--- src/rtl/stack_ctrl.sv ---
// stack_ctrl - game-loop controller for the block stacker.
// Sequences plot -> delay -> erase -> update over a BLK_W x BLK_H block,
// scans the pixel offsets itself, owns the per-level move delay (halved
// each level), latches stop requests, locks blocks and flags completion.
// Optional feature: define STACK_CTRL_LEDR_EN to add the one-hot ledr port.
module stack_ctrl #(
  parameter int BLK_W      = 4,
  parameter int BLK_H      = 4,
  parameter int DELAY_BASE = 50000000,
  parameter int LEVELS     = 8,
  parameter int CNT_W      = 26
) (
  input  logic                                       clk,
  input  logic                                       resetn,
  input  logic                                       go,
  input  logic                                       stop_req,
  output logic [((BLK_W > 1) ? $clog2(BLK_W) : 1)-1:0] pix_x,
  output logic [((BLK_H > 1) ? $clog2(BLK_H) : 1)-1:0] pix_y,
  output logic                                       writeEn,
  output logic                                       colour_erase_enable,
  output logic                                       ld_xy,
  output logic                                       lock,
  output logic [$clog2(LEVELS+1)-1:0]                level,
  output logic                                       game_done
`ifdef STACK_CTRL_LEDR_EN
  ,
  output logic [9:0]                                 ledr
`endif
);

  localparam int XW = (BLK_W > 1) ? $clog2(BLK_W) : 1;
  localparam int YW = (BLK_H > 1) ? $clog2(BLK_H) : 1;
  localparam int LW = $clog2(LEVELS + 1);

  localparam logic [XW-1:0]    X_LAST   = XW'(BLK_W - 1);
  localparam logic [YW-1:0]    Y_LAST   = YW'(BLK_H - 1);
  localparam logic [LW-1:0]    LVL_END  = LW'(LEVELS);
  localparam logic [CNT_W-1:0] BASE_CNT = CNT_W'(DELAY_BASE);

  // Encoding order doubles as the ledr bit index.
  typedef enum logic [3:0] {
    S_IDLE       = 4'd0,
    S_IDLE_WAIT  = 4'd1,
    S_PLOT       = 4'd2,
    S_LOAD_DELAY = 4'd3,
    S_COUNT      = 4'd4,
    S_CHECK      = 4'd5,
    S_ERASE      = 4'd6,
    S_UPDATE     = 4'd7,
    S_LOCK       = 4'd8,
    S_DONE       = 4'd9
  } state_t;

  state_t           r_state;
  state_t           w_next;
  logic [XW-1:0]    r_px;
  logic [YW-1:0]    r_py;
  logic [CNT_W-1:0] r_cnt;
  logic [LW-1:0]    r_level;
  logic             r_pend;
  logic             w_last_pix;
  logic             w_scan;
  logic             w_stop_window;
  logic [LW-1:0]    w_level_inc;
  logic [CNT_W-1:0] w_delay;

  assign w_last_pix    = (r_px == X_LAST) && (r_py == Y_LAST);
  assign w_scan        = (r_state == S_PLOT) || (r_state == S_ERASE);
  assign w_stop_window = (r_state == S_PLOT) || (r_state == S_LOAD_DELAY) ||
                         (r_state == S_COUNT) || (r_state == S_CHECK) ||
                         (r_state == S_ERASE) || (r_state == S_UPDATE);
  assign w_level_inc   = r_level + 1'b1;

  assign pix_x = r_px;
  assign pix_y = r_py;
  assign level = r_level;

  // Move delay for the current level; deep levels saturate at one cycle.
  always_comb begin
    w_delay = BASE_CNT >> r_level;
    if (w_delay == '0) w_delay = CNT_W'(1);
  end

  // State register.
  always_ff @(posedge clk or negedge resetn) begin
    if (!resetn) r_state <= S_IDLE;
    else         r_state <= w_next;
  end

  // Next-state and Moore output decode.
  always_comb begin
    w_next              = r_state;
    writeEn             = 1'b0;
    colour_erase_enable = 1'b0;
    ld_xy               = 1'b0;
    lock                = 1'b0;
    game_done           = 1'b0;
    case (r_state)
      S_IDLE:       if (go) w_next = S_IDLE_WAIT;
      S_IDLE_WAIT:  if (!go) w_next = S_PLOT;
      S_PLOT: begin
        writeEn = 1'b1;
        if (w_last_pix) w_next = S_LOAD_DELAY;
      end
      S_LOAD_DELAY: w_next = S_COUNT;
      S_COUNT:      if (r_pend || (r_cnt <= CNT_W'(1))) w_next = S_CHECK;
      S_CHECK:      w_next = r_pend ? S_LOCK : S_ERASE;
      S_ERASE: begin
        writeEn             = 1'b1;
        colour_erase_enable = 1'b1;
        if (w_last_pix) w_next = S_UPDATE;
      end
      S_UPDATE: begin
        ld_xy  = 1'b1;
        w_next = S_PLOT;
      end
      S_LOCK: begin
        lock   = 1'b1;
        w_next = (w_level_inc == LVL_END) ? S_DONE : S_PLOT;
      end
      S_DONE: begin
        game_done = 1'b1;
        if (go) w_next = S_IDLE_WAIT;
      end
      default:      w_next = S_IDLE;
    endcase
  end

  // Row-major pixel scan (x fastest) during PLOT/ERASE; parked at 0 otherwise.
  always_ff @(posedge clk or negedge resetn) begin
    if (!resetn) begin
      r_px <= '0;
      r_py <= '0;
    end else if (w_scan) begin
      if (r_px == X_LAST) begin
        r_px <= '0;
        r_py <= (r_py == Y_LAST) ? '0 : r_py + 1'b1;
      end else begin
        r_px <= r_px + 1'b1;
      end
    end else begin
      r_px <= '0;
      r_py <= '0;
    end
  end

  // Delay counter: loaded in LOAD_DELAY, counts down through COUNT.
  always_ff @(posedge clk or negedge resetn) begin
    if (!resetn)                                   r_cnt <= '0;
    else if (r_state == S_LOAD_DELAY)              r_cnt <= w_delay;
    else if ((r_state == S_COUNT) && (r_cnt != '0)) r_cnt <= r_cnt - 1'b1;
  end

  // Stop latch and level: lock consumes the stop and advances the level.
  always_ff @(posedge clk or negedge resetn) begin
    if (!resetn) begin
      r_pend  <= 1'b0;
      r_level <= '0;
    end else if (r_state == S_LOCK) begin
      r_pend  <= 1'b0;
      r_level <= w_level_inc;
    end else begin
      if (stop_req && w_stop_window) r_pend <= 1'b1;
      if ((r_state == S_DONE) && go) r_level <= '0;
    end
  end

`ifdef STACK_CTRL_LEDR_EN
  // One-hot state debug for the board LEDs.
  always_comb begin
    ledr = 10'(1) << r_state;
  end
`endif

endmodule

--- config.mk ---
export PLATFORM = sky130hd
export DESIGN_NAME = stack_ctrl
export DESIGN_NICKNAME = d
export VERILOG_FILES = /design/src/rtl/stack_ctrl.sv
export SDC_FILE = /design/constraint.sdc
export NUM_CORES = 1
export LEC_CHECK = 0
export ABC_CLOCK_PERIOD_IN_PS = 3300
export CAP_MARGIN = 20
export CORE_MARGIN = 2
export CORE_UTILIZATION = 50
export CTS_BUF_LIST = sky130_fd_sc_hd__clkbuf_4 sky130_fd_sc_hd__clkbuf_8
export DETAILED_ROUTE_END_ITERATION = 10
export PLACE_DENSITY = 0.69
export SYNTH_ARGS = -nofsm -noshare
export SYNTH_HDL_FRONTEND = slang
export SYNTH_SLANG_ARGS = --single-unit
--- constraint.sdc ---
create_clock -name clk -period 3.3 [get_ports clk]
set_clock_uncertainty 0.2 [all_clocks]
set_input_delay 0.66 -clock clk [delete_from_list [all_inputs] [get_ports clk]]
set_output_delay 0.66 -clock clk [all_outputs]
set_load 0.01 [all_outputs]
==> flow_metrics.py, run 1 <==
metrics = {
    "clock_network": {
        "clkSlewWorstSetupHoldPaths_ns": 0.07,
        "cts_resized": 0,
        "ctsLongestPathBuffers": 2,
        "post_cts.repair.setup_buffers": 0,
        "cts_tree": "done",
        "cts_hold_buffers": 0,
        "clock_latency_ns": 0.29,
        "cts_buffers": 5,
        "cts.htree.levels": 2,
        "clockRootBuffer": "sky130_fd_sc_hd__clkbuf_8",
        "clock_sink_total": 39,
    },
    "floorplanning": {
        "initial_core_util": 0.515,
        "floorplan.rows": 27,
        "design.portCount": 17,
        "core_region_area_um2": 5470,
        "die_y_um": 79.1,
        "floorplan.die_area_um2": 6250,
        "dieWidth_um": 79.1,
    },
    "finish": {
        "layout.cells.non_filler": 402,
        "nFillCells": 499,
        "mostFrequentLayoutCells": "sky130_fd_sc_hd__dfrtp_1 (39), sky130_fd_sc_hd__nor2_1 (29), sky130_fd_sc_hd__a21oi_1 (26), sky130_fd_sc_hd__nand2_1 (16), sky130_fd_sc_hd__clkdlybuf4s50_1 (15)",
        "drive_above_1_share": 0.130,
        "multiInputGateArea_um2": 1680,
        "layout_area_growth_over_synthesis_pct": 10.1,
        "fin_nets": 346,
        "seqCellArea_um2": 976,
        "most_common_library_cell_in_the_layout_ignoring_fill_and_taps": "sky130_fd_sc_hd__dfrtp_1",
        "antenna-diode-count": 0,
    },
    "worst_setup_path": {
        "startpoint_of_the_worst_register_to_register_path": "r_cnt[1]$_DFFE_PN0P_",
        "required_ns": 2.44,
        "critical_path_arrival_ns": 2.13,
        "cp_cell_sequence": "nor2_1, nand2_1, or2_2, inv_1, clkdlybuf4s50_1",
        "worst_r2r_path_depth": 7,
        "critical_path.max_stage_delay_ns": 0.53,
        "cell_with_the_largest_stage_delay_on_the_worst_path": "sky130_fd_sc_hd__clkdlybuf4s50_1",
        "timing.critical_path.from_type": "flip-flop",
        "worstPathMaxFanout": 10,
        "critPathBufInv": 2,
        "regToRegSetupSlack_ns": 0.46,
        "critPathCaptureType": "primary output",
        "worst_path_dominant_cell_family": "simple AND/OR/NAND/NOR gates",
        "setup.worst_path.class": "reg -> out",
        "rr_endpoint": "r_cnt[25]$_DFFE_PN0P_",
    },
    "logic_synthesis": {
        "synth_top_area_cell": "sky130_fd_sc_hd__dfrtp_1",
        "async_reset_ff_frac": 1.00,
        "synth-seq-area-share": 0.346,
        "yosys_warnings": 0,
        "synth-seq-cells": 39,
        "ys_dominant_reg_cell": "sky130_fd_sc_hd__dfrtp_1",
        "synth_enable_flop_cells": 0,
        "synth.distinct_cells": 64,
        "postSynthNetCount": 337,
        "synth.top_cells.by_area": "sky130_fd_sc_hd__dfrtp_1 (35%), sky130_fd_sc_hd__ha_1 (5.8%), sky130_fd_sc_hd__a21oi_1 (4.6%)",
        "syn_area_um2": 2820,
        "synth_area_per_cell_um2": 8.81,
        "synth_cells": 320,
        "synth_top_area_share": 0.346,
    },
    "global_routing": {
        "grt_pass1_vias": 2220,
        "grtUsageTotal": 0.212,
        "grt_antenna_before_repair": 0,
        "global_route_wire_length_before_repair_mm": 10.6,
        "globalRouteOverflowTotal": 0,
        "grt_start_max_net_pins": 40,
    },
    "sta": {
        "fin_crit_ns": 2.99,
        "timing.final.max_slew_violations": 0,
        "final_min_period_over_clock_period": 0.906,
        "layout_setup_ws_ns": 0.311,
        "worstMarginPinSlew_ns": 0.875,
        "clock.fmax_mhz": 335,
        "post_route_setup_tns_ns": 0,
        "worst_slew_margin_rel": 0.417,
        "timing.final.hold_violations": 0,
        "rsz_0062_raised_after_global_routing": "no",
        "hold_ws_ns": 0.268,
        "final-setup-viol-count": 0,
    },
    "routing": {
        "first_iter_violations": 144,
        "total_vias_in_the_final_route": 2391,
        "detail-route-antenna-nets": 0,
        "drcViolationCount": 0,
        "detail_route.wl_per_cell_um": 15.2,
        "viasPerCell": 5.95,
        "met2RoutedLength_mm": 2.80,
        "drt_first_pass_iters": 4,
        "maxUsedRoutingLayer": "met4",
        "wl_met3_um": 203,
        "drt_wl_total_mm": 6.10,
        "wl_met1_mm": 3.07,
    },
    "placement": {
        "placed_cells_incl_taps": 394,
        "post-place-ws_ns": 0.470,
        "gpl.final_weighted_congestion": 0.853,
        "place.detailed.hpwl_mm": 4.29,
        "numPortBuffers": 16,
    },
    "status": {
        "run_status": "finished, final reports clean",
    },
    "hold_path": {
        "hold_path.class": "reg -> reg",
        "timing.hold.worst_endpoint": "pix_x[0]$_DFF_PN0_",
        "holdPathStages": 1,
        "holdCritStartpoint": "pix_x[0]$_DFF_PN0_",
    },
    "pwr": {
        "pwr_density_cell_nw_per_um2": 855,
        "worst_ir_drop_vdd_mv": 0.498,
        "power.leakage_nw": 1.22,
        "total_power_w": 0.00265,
    },
    "run": {
        "cap_violations": 0,
    },
}
-- cell usage after synthesis (2+ instances only) --
library cell,number
sky130_fd_sc_hd__a211oi_1,2
sky130_fd_sc_hd__a21oi_1,26
sky130_fd_sc_hd__a31oi_1,14
sky130_fd_sc_hd__and2_1,2
sky130_fd_sc_hd__and3_1,3
sky130_fd_sc_hd__buf_1,2
sky130_fd_sc_hd__buf_2,4
sky130_fd_sc_hd__buf_4,3
sky130_fd_sc_hd__buf_6,2
sky130_fd_sc_hd__clkbuf_1,12
sky130_fd_sc_hd__dfrtp_1,39
sky130_fd_sc_hd__ha_1,13
sky130_fd_sc_hd__inv_1,10
sky130_fd_sc_hd__mux2i_1,3
sky130_fd_sc_hd__nand2_1,16
sky130_fd_sc_hd__nand2b_1,3
sky130_fd_sc_hd__nand3_1,11
sky130_fd_sc_hd__nand3b_1,4
sky130_fd_sc_hd__nor2_1,29
sky130_fd_sc_hd__nor2b_1,3
sky130_fd_sc_hd__nor3_1,6
sky130_fd_sc_hd__nor4_1,2
sky130_fd_sc_hd__nor4_4,3
sky130_fd_sc_hd__nor4b_4,2
sky130_fd_sc_hd__o211ai_1,4
sky130_fd_sc_hd__o21ai_0,11
sky130_fd_sc_hd__o21ai_1,7
sky130_fd_sc_hd__o22ai_1,3
sky130_fd_sc_hd__o311ai_1,5
sky130_fd_sc_hd__o31ai_1,6
sky130_fd_sc_hd__o41ai_1,2
sky130_fd_sc_hd__or2_2,9
sky130_fd_sc_hd__or3_1,11
sky130_fd_sc_hd__or3_2,3
sky130_fd_sc_hd__or3_4,2
sky130_fd_sc_hd__or4_1,8
sky130_fd_sc_hd__xnor2_1,2
sky130_fd_sc_hd__xor2_1,7
-- state kept, by name, indices dropped and copies added (netlist names) --
name,count
pix_x,2
r_state,4
level,4
r_pend,1
r_cnt,26
pix_y,2
-- worst max-delay path by stage --
| stage | startpoint | to | slack (ns) | depth (start not counted) |
|---|---|---|---|---|
| after floorplan | r_cnt[0]$_DFFE_PN0P_ | r_cnt[13]$_DFFE_PN0P_ | 0.89 | 9 |
| after global placement | r_cnt[0]$_DFFE_PN0P_ | r_cnt[8]$_DFFE_PN0P_ | 0.53 | 8 |
| after detailed placement | r_cnt[0]$_DFFE_PN0P_ | r_cnt[15]$_DFFE_PN0P_ | 0.47 | 7 |
| after CTS | r_state[1]$_DFFE_PN0P_ | lock | 0.29 | 5 |
| after global routing | r_state[2]$_DFFE_PN0P_ | lock | 0.16 | 5 |
| final | r_state[1]$_DFFE_PN0P_ | lock | 0.31 | 5 |
-- power by group --
| group | switching, W | internal, W | total, W | leakage [nW] |
|---|---|---|---|---|
| registers | 0.000317 | 0.000684 | 0.00100 | 0.463 |
| clock network | 0.000165 | 0.000165 | 0.000330 | 0.0491 |
| logic | 0.000730 | 0.000593 | 0.00132 | 0.705 |
| total | 0.00121 | 0.00144 | 0.00265 | 1.22 |
-- layer usage --
layer | vias to the layer above | track usage
li1 | 1210 | -
met1 | 1133 | 0.315
met2 | 46 | 0.318
met3 | 2 | 0.0398
met4 | 0 | 0.0569
met5 | - | 0
-- worst register-to-register path: cells and delay by family, from the launching register on --
kind            cells  cell delay (ns)
buf+inv             1             0.09
flops               1             0.41
fa+ha+maj           1             0.18
compound gates      3             0.87
simple gates        2             1.01
-- final cells by class --
cell class / count / share of cell area
Sequential cell: 39 / 0.315
Clock buffer: 7 / 0.0270
Inverter: 11 / 0.0133
Timing Repair Buffer: 25 / 0.0718
Tap cell: 72 / 0.0290
Multi-Input combinational cell: 247 / 0.543
Clock inverter: 1 / 0.00161
-- stage by stage --
step                instance area [um2]  utilization
finish                             3100        0.567
global route                       3100        0.567
CTS                                3100        0.567
detailed placement                 3010        0.551
global placement                   3010        0.551
floorplan                          2820            -
-- cells by family (layout without fill, tap and decap cells) --
family,after synthesis,in the layout,share of synthesized area
compound gates,94,94,0.213
mux,3,3,0.0107
simple gates,128,128,0.288
fa+ha+maj,13,13,0.0577
buf+inv,34,44,0.0564
xor+xnor,9,9,0.0280
flops,39,39,0.346
Note: power is estimated with default switching activity, not from simulation.
==> run 2, diff against run 1 <==
--- a/config.mk
+++ b/config.mk
@@ -11,7 +11,9 @@
 export CORE_UTILIZATION = 50
 export CTS_BUF_LIST = sky130_fd_sc_hd__clkbuf_4 sky130_fd_sc_hd__clkbuf_8
 export DETAILED_ROUTE_END_ITERATION = 10
+export GPL_TIMING_DRIVEN = 0
 export PLACE_DENSITY = 0.69
+export RECOVER_POWER = 25
 export SYNTH_ARGS = -nofsm -noshare
 export SYNTH_HDL_FRONTEND = slang
 export SYNTH_SLANG_ARGS = --single-unit
==> run 2 against run 1 <==
- sequential cell count is the same
- sequential share of layout area down 0.80 points
- hold slack worse by 0.031 ns
- critical path type unchanged
- die area is the same
- combinational power is 13% higher
==> flow_metrics.py, run 2 (synthesis results as in run 1) <==
metrics = {
    "finish": {
        "layout_area_growth_over_synthesis_pct": 13.0,
        "finalCoreUtilization": 0.582,
        "antenna-diode-count": 0,
        "regMostFlops": "r_cnt",
        "most_common_library_cell_in_the_layout_ignoring_fill_and_taps": "sky130_fd_sc_hd__dfrtp_1",
        "drive_above_1_share": 0.122,
        "largest_reg_flops": 26,
        "nFillCells": 519,
        "mostFrequentLayoutCells": "sky130_fd_sc_hd__dfrtp_1 (39), sky130_fd_sc_hd__nor2_1 (29), sky130_fd_sc_hd__a21oi_1 (26), sky130_fd_sc_hd__nand2_1 (16), sky130_fd_sc_hd__clkdlybuf4s50_1 (15)",
        "fin_nets": 361,
    },
    "global_routing": {
        "grtUsageTotal": 0.244,
        "globalRouteOverflowTotal": 0,
        "grt_pass1_vias": 2409,
        "global_route_wire_length_before_repair_mm": 12.0,
        "grt_antenna_before_repair": 0,
        "grt_start_max_net_pins": 25,
    },
    "clock_network": {
        "cts_buffers": 5,
        "clock_latency_ns": 0.30,
        "ctsLongestPathBuffers": 2,
        "clockRootBuffer": "sky130_fd_sc_hd__clkbuf_8",
        "cts_resized": 0,
        "cts.htree.levels": 2,
        "cts_hold_buffers": 0,
        "post_cts.repair.setup_buffers": 0,
        "cts_tree": "done",
        "clkSlewWorstSetupHoldPaths_ns": 0.08,
        "clock_sink_total": 39,
    },
    "floorplanning": {
        "die_y_um": 79.1,
        "floorplan.die_area_um2": 6250,
        "core_region_area_um2": 5470,
        "initial_core_util": 0.515,
        "dieWidth_um": 79.1,
        "floorplan.rows": 27,
        "design.portCount": 17,
    },
    "routing": {
        "maxUsedRoutingLayer": "met4",
        "detail_route.wl_per_cell_um": 16.6,
        "drt_first_pass_iters": 4,
        "first_iter_violations": 151,
        "met2RoutedLength_mm": 3.09,
        "detail-route-antenna-nets": 0,
        "drt_wl_total_mm": 6.92,
        "total_vias_in_the_final_route": 2506,
        "viasPerCell": 6.01,
        "wl_met3_um": 212,
        "wl_met1_mm": 3.51,
        "drcViolationCount": 0,
    },
    "placement": {
        "gpl.final_weighted_congestion": 0.926,
        "place.detailed.hpwl_mm": 5.02,
        "numPortBuffers": 16,
    },
    "worst_setup_path": {
        "rr_endpoint": "r_cnt[15]$_DFFE_PN0P_",
        "worstPathMaxFanout": 10,
        "startpoint_of_the_worst_register_to_register_path": "r_cnt[1]$_DFFE_PN0P_",
        "required_ns": 2.44,
        "worst_r2r_path_depth": 9,
        "setup.worst_path.class": "reg -> out",
        "critPathCaptureType": "primary output",
        "critical_path_arrival_ns": 2.25,
        "timing.critical_path.from_type": "flip-flop",
        "regToRegSetupSlack_ns": 0.51,
    },
    "pwr": {
        "power.leakage_nw": 1.24,
        "pwr_density_cell_nw_per_um2": 888,
        "worst_ir_drop_vdd_mv": 0.434,
    },
    "run": {
        "cap_violations": 0,
    },
    "sta": {
        "worstMarginPinSlew_ns": 1.29,
        "final_min_period_over_clock_period": 0.943,
        "rsz_0062_raised_after_global_routing": "no",
        "worst_slew_margin_rel": 0.142,
        "clock.fmax_mhz": 321,
        "timing.final.hold_violations": 0,
        "timing.final.max_slew_violations": 0,
        "fin_crit_ns": 3.11,
        "final-setup-viol-count": 0,
        "post_route_setup_tns_ns": 0,
    },
    "status": {
        "run_status": "finished, final reports clean",
    },
    "hold_path": {
        "hold_path.class": "in -> async",
    },
}
-- run 2: cell types whose count changed in the layout (fill, tap and decap cells not counted) --
cell	change
sky130_fd_sc_hd__clkbuf_1	+14
sky130_fd_sc_hd__buf_6	+2
sky130_fd_sc_hd__buf_1	+2
sky130_fd_sc_hd__bufinv_16	+1
sky130_fd_sc_hd__clkbuf_4	-2
sky130_fd_sc_hd__clkbuf_8	+1
sky130_fd_sc_hd__buf_2	+3
sky130_fd_sc_hd__buf_4	-6
-- run 2: layer usage --
metal | up-vias | track usage
li1 | 1246 | -
met3 | 9 | 0.0375
met5 | - | 0
met1 | 1203 | 0.355
met2 | 48 | 0.373
met4 | 0 | 0.0810
-- run 2: worst max path at each step --
stage | from | endpoint | slack [ns] | depth (start not counted)
after floorplan | r_cnt[0]$_DFFE_PN0P_ | r_cnt[13]$_DFFE_PN0P_ | 0.89 | 9
after global placement | resetn | r_cnt[15]$_DFFE_PN0P_ | 0.32 | 1
after detailed placement | r_state[2]$_DFFE_PN0P_ | lock | 0.52 | 6
after CTS | r_state[2]$_DFFE_PN0P_ | lock | 0.18 | 6
after global routing | r_state[2]$_DFFE_PN0P_ | lock | 0.04 | 6
final | r_state[2]$_DFFE_PN0P_ | lock | 0.19 | 6
-- run 2: cell type report --
cell class / instances / area [um2] / area share
Multi-Input combinational cell: 247 / 1680 / 0.529
Sequential cell: 39 / 976 / 0.306
Timing Repair Buffer: 17 / 158 / 0.0495
Buffer: 23 / 118 / 0.0369
Tap cell: 72 / 90.1 / 0.0283
Clock buffer: 6 / 82.6 / 0.0259
Inverter: 11 / 41.3 / 0.0130
Clock inverter: 2 / 35.0 / 0.0110
-- run 2: power by group --
group	internal, W	total, W	switching [W]
Combinational	0.000612	0.00149	0.000876
Clock	0.000245	0.000426	0.000181
Sequential	0.000686	0.000914	0.000229
Total	0.00154	0.00283	0.00129
-- run 2: metrics by stage --
stage	hold WS [ns]	setup WS (ns)	std cells	total power, W	instance area, um2
6_report	0.238	0.187	417	0.00283	3180
5_1_grt	0.316	0.0436	417	0.00307	3180
4_1_cts	0.0837	0.180	417	0.00282	3200
3_5_place_dp	0.265	0.522	409	0.00239	3080
3_3_place_gp	0.251	0.317	408	0.00235	3070
2_1_floorplan	0.164	0.893	320	0.00196	2820
-- run 2: critical path, cell delays in order (launching register included) --
cell and delay (ns):
sky130_fd_sc_hd__dfrtp_1 0.41, sky130_fd_sc_hd__clkbuf_1 0.21, sky130_fd_sc_hd__nor2_1 0.28, sky130_fd_sc_hd__nand2_1 0.11, sky130_fd_sc_hd__or2_2 0.32, sky130_fd_sc_hd__inv_1 0.08, sky130_fd_sc_hd__clkdlybuf4s50_1 0.53
==> run 3, diff against run 2 <==
--- a/config.mk
+++ b/config.mk
@@ -13,7 +13,6 @@
 export DETAILED_ROUTE_END_ITERATION = 10
 export GPL_TIMING_DRIVEN = 0
 export PLACE_DENSITY = 0.69
-export RECOVER_POWER = 25
 export SYNTH_ARGS = -nofsm -noshare
 export SYNTH_HDL_FRONTEND = slang
 export SYNTH_SLANG_ARGS = --single-unit
==> run 3 against run 2 <==
- first-iteration DRC count did not move
- sequential cell count unchanged
- via count did not move
- non-clock buffer count is the same
- combinational power hardly changed
- power about the same
- critical path type unchanged
- critical endpoint unchanged
- highest routed layer unchanged
==> flow_metrics.py, run 3 (synthesis results as in run 1) <==
metrics = {
    "status": {
        "run_status": "finished, final reports clean",
    },
    "clock_network": {
        "clock_latency_ns": 0.30,
        "post_cts.repair.setup_buffers": 0,
        "clkSlewWorstSetupHoldPaths_ns": 0.08,
        "clock_sink_total": 39,
        "cts_tree": "done",
        "cts_buffers": 5,
        "ctsLongestPathBuffers": 2,
        "cts_resized": 0,
        "cts_hold_buffers": 0,
        "clockRootBuffer": "sky130_fd_sc_hd__clkbuf_8",
        "cts.htree.levels": 2,
    },
    "hold_path": {
        "hold_path.class": "in -> async",
    },
    "floorplanning": {
        "initial_core_util": 0.515,
        "design.portCount": 17,
        "core_region_area_um2": 5470,
        "dieWidth_um": 79.1,
        "die_y_um": 79.1,
        "floorplan.die_area_um2": 6250,
        "floorplan.rows": 27,
    },
    "finish": {
        "antenna-diode-count": 0,
        "fin_nets": 361,
        "final_design_area_no_fill_um2": 3200,
        "mostFrequentLayoutCells": "sky130_fd_sc_hd__dfrtp_1 (39), sky130_fd_sc_hd__nor2_1 (29), sky130_fd_sc_hd__a21oi_1 (26), sky130_fd_sc_hd__nand2_1 (16), sky130_fd_sc_hd__clkdlybuf4s50_1 (15)",
        "layout.cells.non_filler": 417,
        "regMostFlops": "r_cnt",
        "most_common_library_cell_in_the_layout_ignoring_fill_and_taps": "sky130_fd_sc_hd__dfrtp_1",
        "nFillCells": 515,
        "largest_reg_flops": 26,
        "layout_area_growth_over_synthesis_pct": 13.6,
        "finalCoreUtilization": 0.585,
        "drive_above_1_share": 0.128,
    },
    "worst_setup_path": {
        "critical_path_arrival_ns": 2.25,
        "cell_with_the_largest_stage_delay_on_the_worst_path": "sky130_fd_sc_hd__clkdlybuf4s50_1",
        "regToRegSetupSlack_ns": 0.51,
        "worstPathMaxFanout": 10,
        "cp_cell_sequence": "clkbuf_1, nor2_1, nand2_1, or2_2, inv_1, clkdlybuf4s50_1",
        "worst_r2r_path_depth": 9,
        "setup.worst_path.class": "reg -> out",
        "required_ns": 2.44,
        "crit_path_start": "r_state[2]$_DFFE_PN0P_",
        "critPathCaptureType": "primary output",
        "startpoint_of_the_worst_register_to_register_path": "r_cnt[1]$_DFFE_PN0P_",
        "timing.critical_path.from_type": "flip-flop",
        "rr_endpoint": "r_cnt[15]$_DFFE_PN0P_",
        "critical_path.max_stage_delay_ns": 0.53,
    },
    "placement": {
        "place.detailed.hpwl_mm": 5.02,
        "numPortBuffers": 16,
        "place_area_um2": 3080,
        "gpl.final_weighted_congestion": 0.926,
        "placed_cells_incl_taps": 409,
    },
    "sta": {
        "fin_crit_ns": 3.11,
        "worst_slew_margin_rel": 0.274,
        "final_min_period_over_clock_period": 0.943,
        "worstMarginPinSlew_ns": 1.08,
        "hold_ws_ns": 0.0710,
        "timing.final.max_slew_violations": 0,
        "rsz_0062_raised_after_global_routing": "no",
        "timing.final.hold_violations": 0,
        "final-setup-viol-count": 0,
        "post_route_setup_tns_ns": 0,
        "clock.fmax_mhz": 321,
    },
    "routing": {
        "detail_route.wl_per_cell_um": 16.6,
        "detail-route-antenna-nets": 0,
        "drt_first_pass_iters": 4,
        "drcViolationCount": 0,
        "viasPerCell": 6.01,
        "first_iter_violations": 151,
        "drt_wl_total_mm": 6.93,
        "total_vias_in_the_final_route": 2506,
    },
    "pwr": {
        "pwr_density_cell_nw_per_um2": 884,
        "worst_ir_drop_vdd_mv": 0.434,
        "power.leakage_nw": 1.25,
    },
    "global_routing": {
        "grtUsageTotal": 0.244,
        "grt_pass1_vias": 2409,
        "grt_start_max_net_pins": 25,
        "grt_antenna_before_repair": 0,
        "globalRouteOverflowTotal": 0,
        "global_route_wire_length_before_repair_mm": 12.0,
    },
    "run": {
        "cap_violations": 0,
    },
}
-- run 3: changes by cell type in the layout (fill, tap and decap cells not counted), sizes merged --
cell    change
clkbuf      -2
buf         +2
-- run 3: how the worst max path moves through the flow --
stage                       endpoint  slack (ns)  depth (start not counted)
2_1_floorplan  r_cnt[13]$_DFFE_PN0P_        0.89                          9
5_1_grt                         lock        0.04                          6
3_3_place_gp   r_cnt[15]$_DFFE_PN0P_        0.32                          1
4_1_cts                         lock        0.18                          6
6_report                        lock        0.19                          6
3_5_place_dp                    lock        0.52                          6
-- run 3: worst max-delay path: cells and delay by family, from the launching register on --
family	cells	cell delay (ns)
and+or+nand+nor	3	0.71
buffers and inverters	3	0.82
DFF	1	0.41
-- run 3: layout make-up --
class,count,area [um2],area share
repair buffers,17,175,0.0547
flip-flops and latches,39,976,0.305
inverters,11,41.3,0.0129
plain buffers,23,118,0.0367
multi-input cells,247,1680,0.526
clock buffers,6,82.6,0.0258
well taps,72,90.1,0.0281
clock inverters,2,35.0,0.0109
-- run 3: report_power, final --
part	internal (W)	switching [W]
Sequential	0.000686	0.000229
Combinational	0.000614	0.000876
Clock	0.000245	0.000180
-- run 3: metal layers --
metal | up-vias | track usage | share of wire | wire length (um)
li1 | 1245 | - | - | -
met3 | 9 | 0.0375 | 0.031 | 213
met4 | 0 | 0.0810 | 0.015 | 104
met5 | - | 0 | 0 | 0
met2 | 48 | 0.373 | 0.44 | 3080
met1 | 1204 | 0.355 | 0.51 | 3540
-- run 3: through the flow --
step                      setup slack, ns  power (W)
after floorplan                     0.893    0.00196
after global placement              0.317    0.00235
after detailed placement            0.522    0.00239
after CTS                           0.180    0.00282
after global routing               0.0436    0.00307
final                               0.187    0.00283
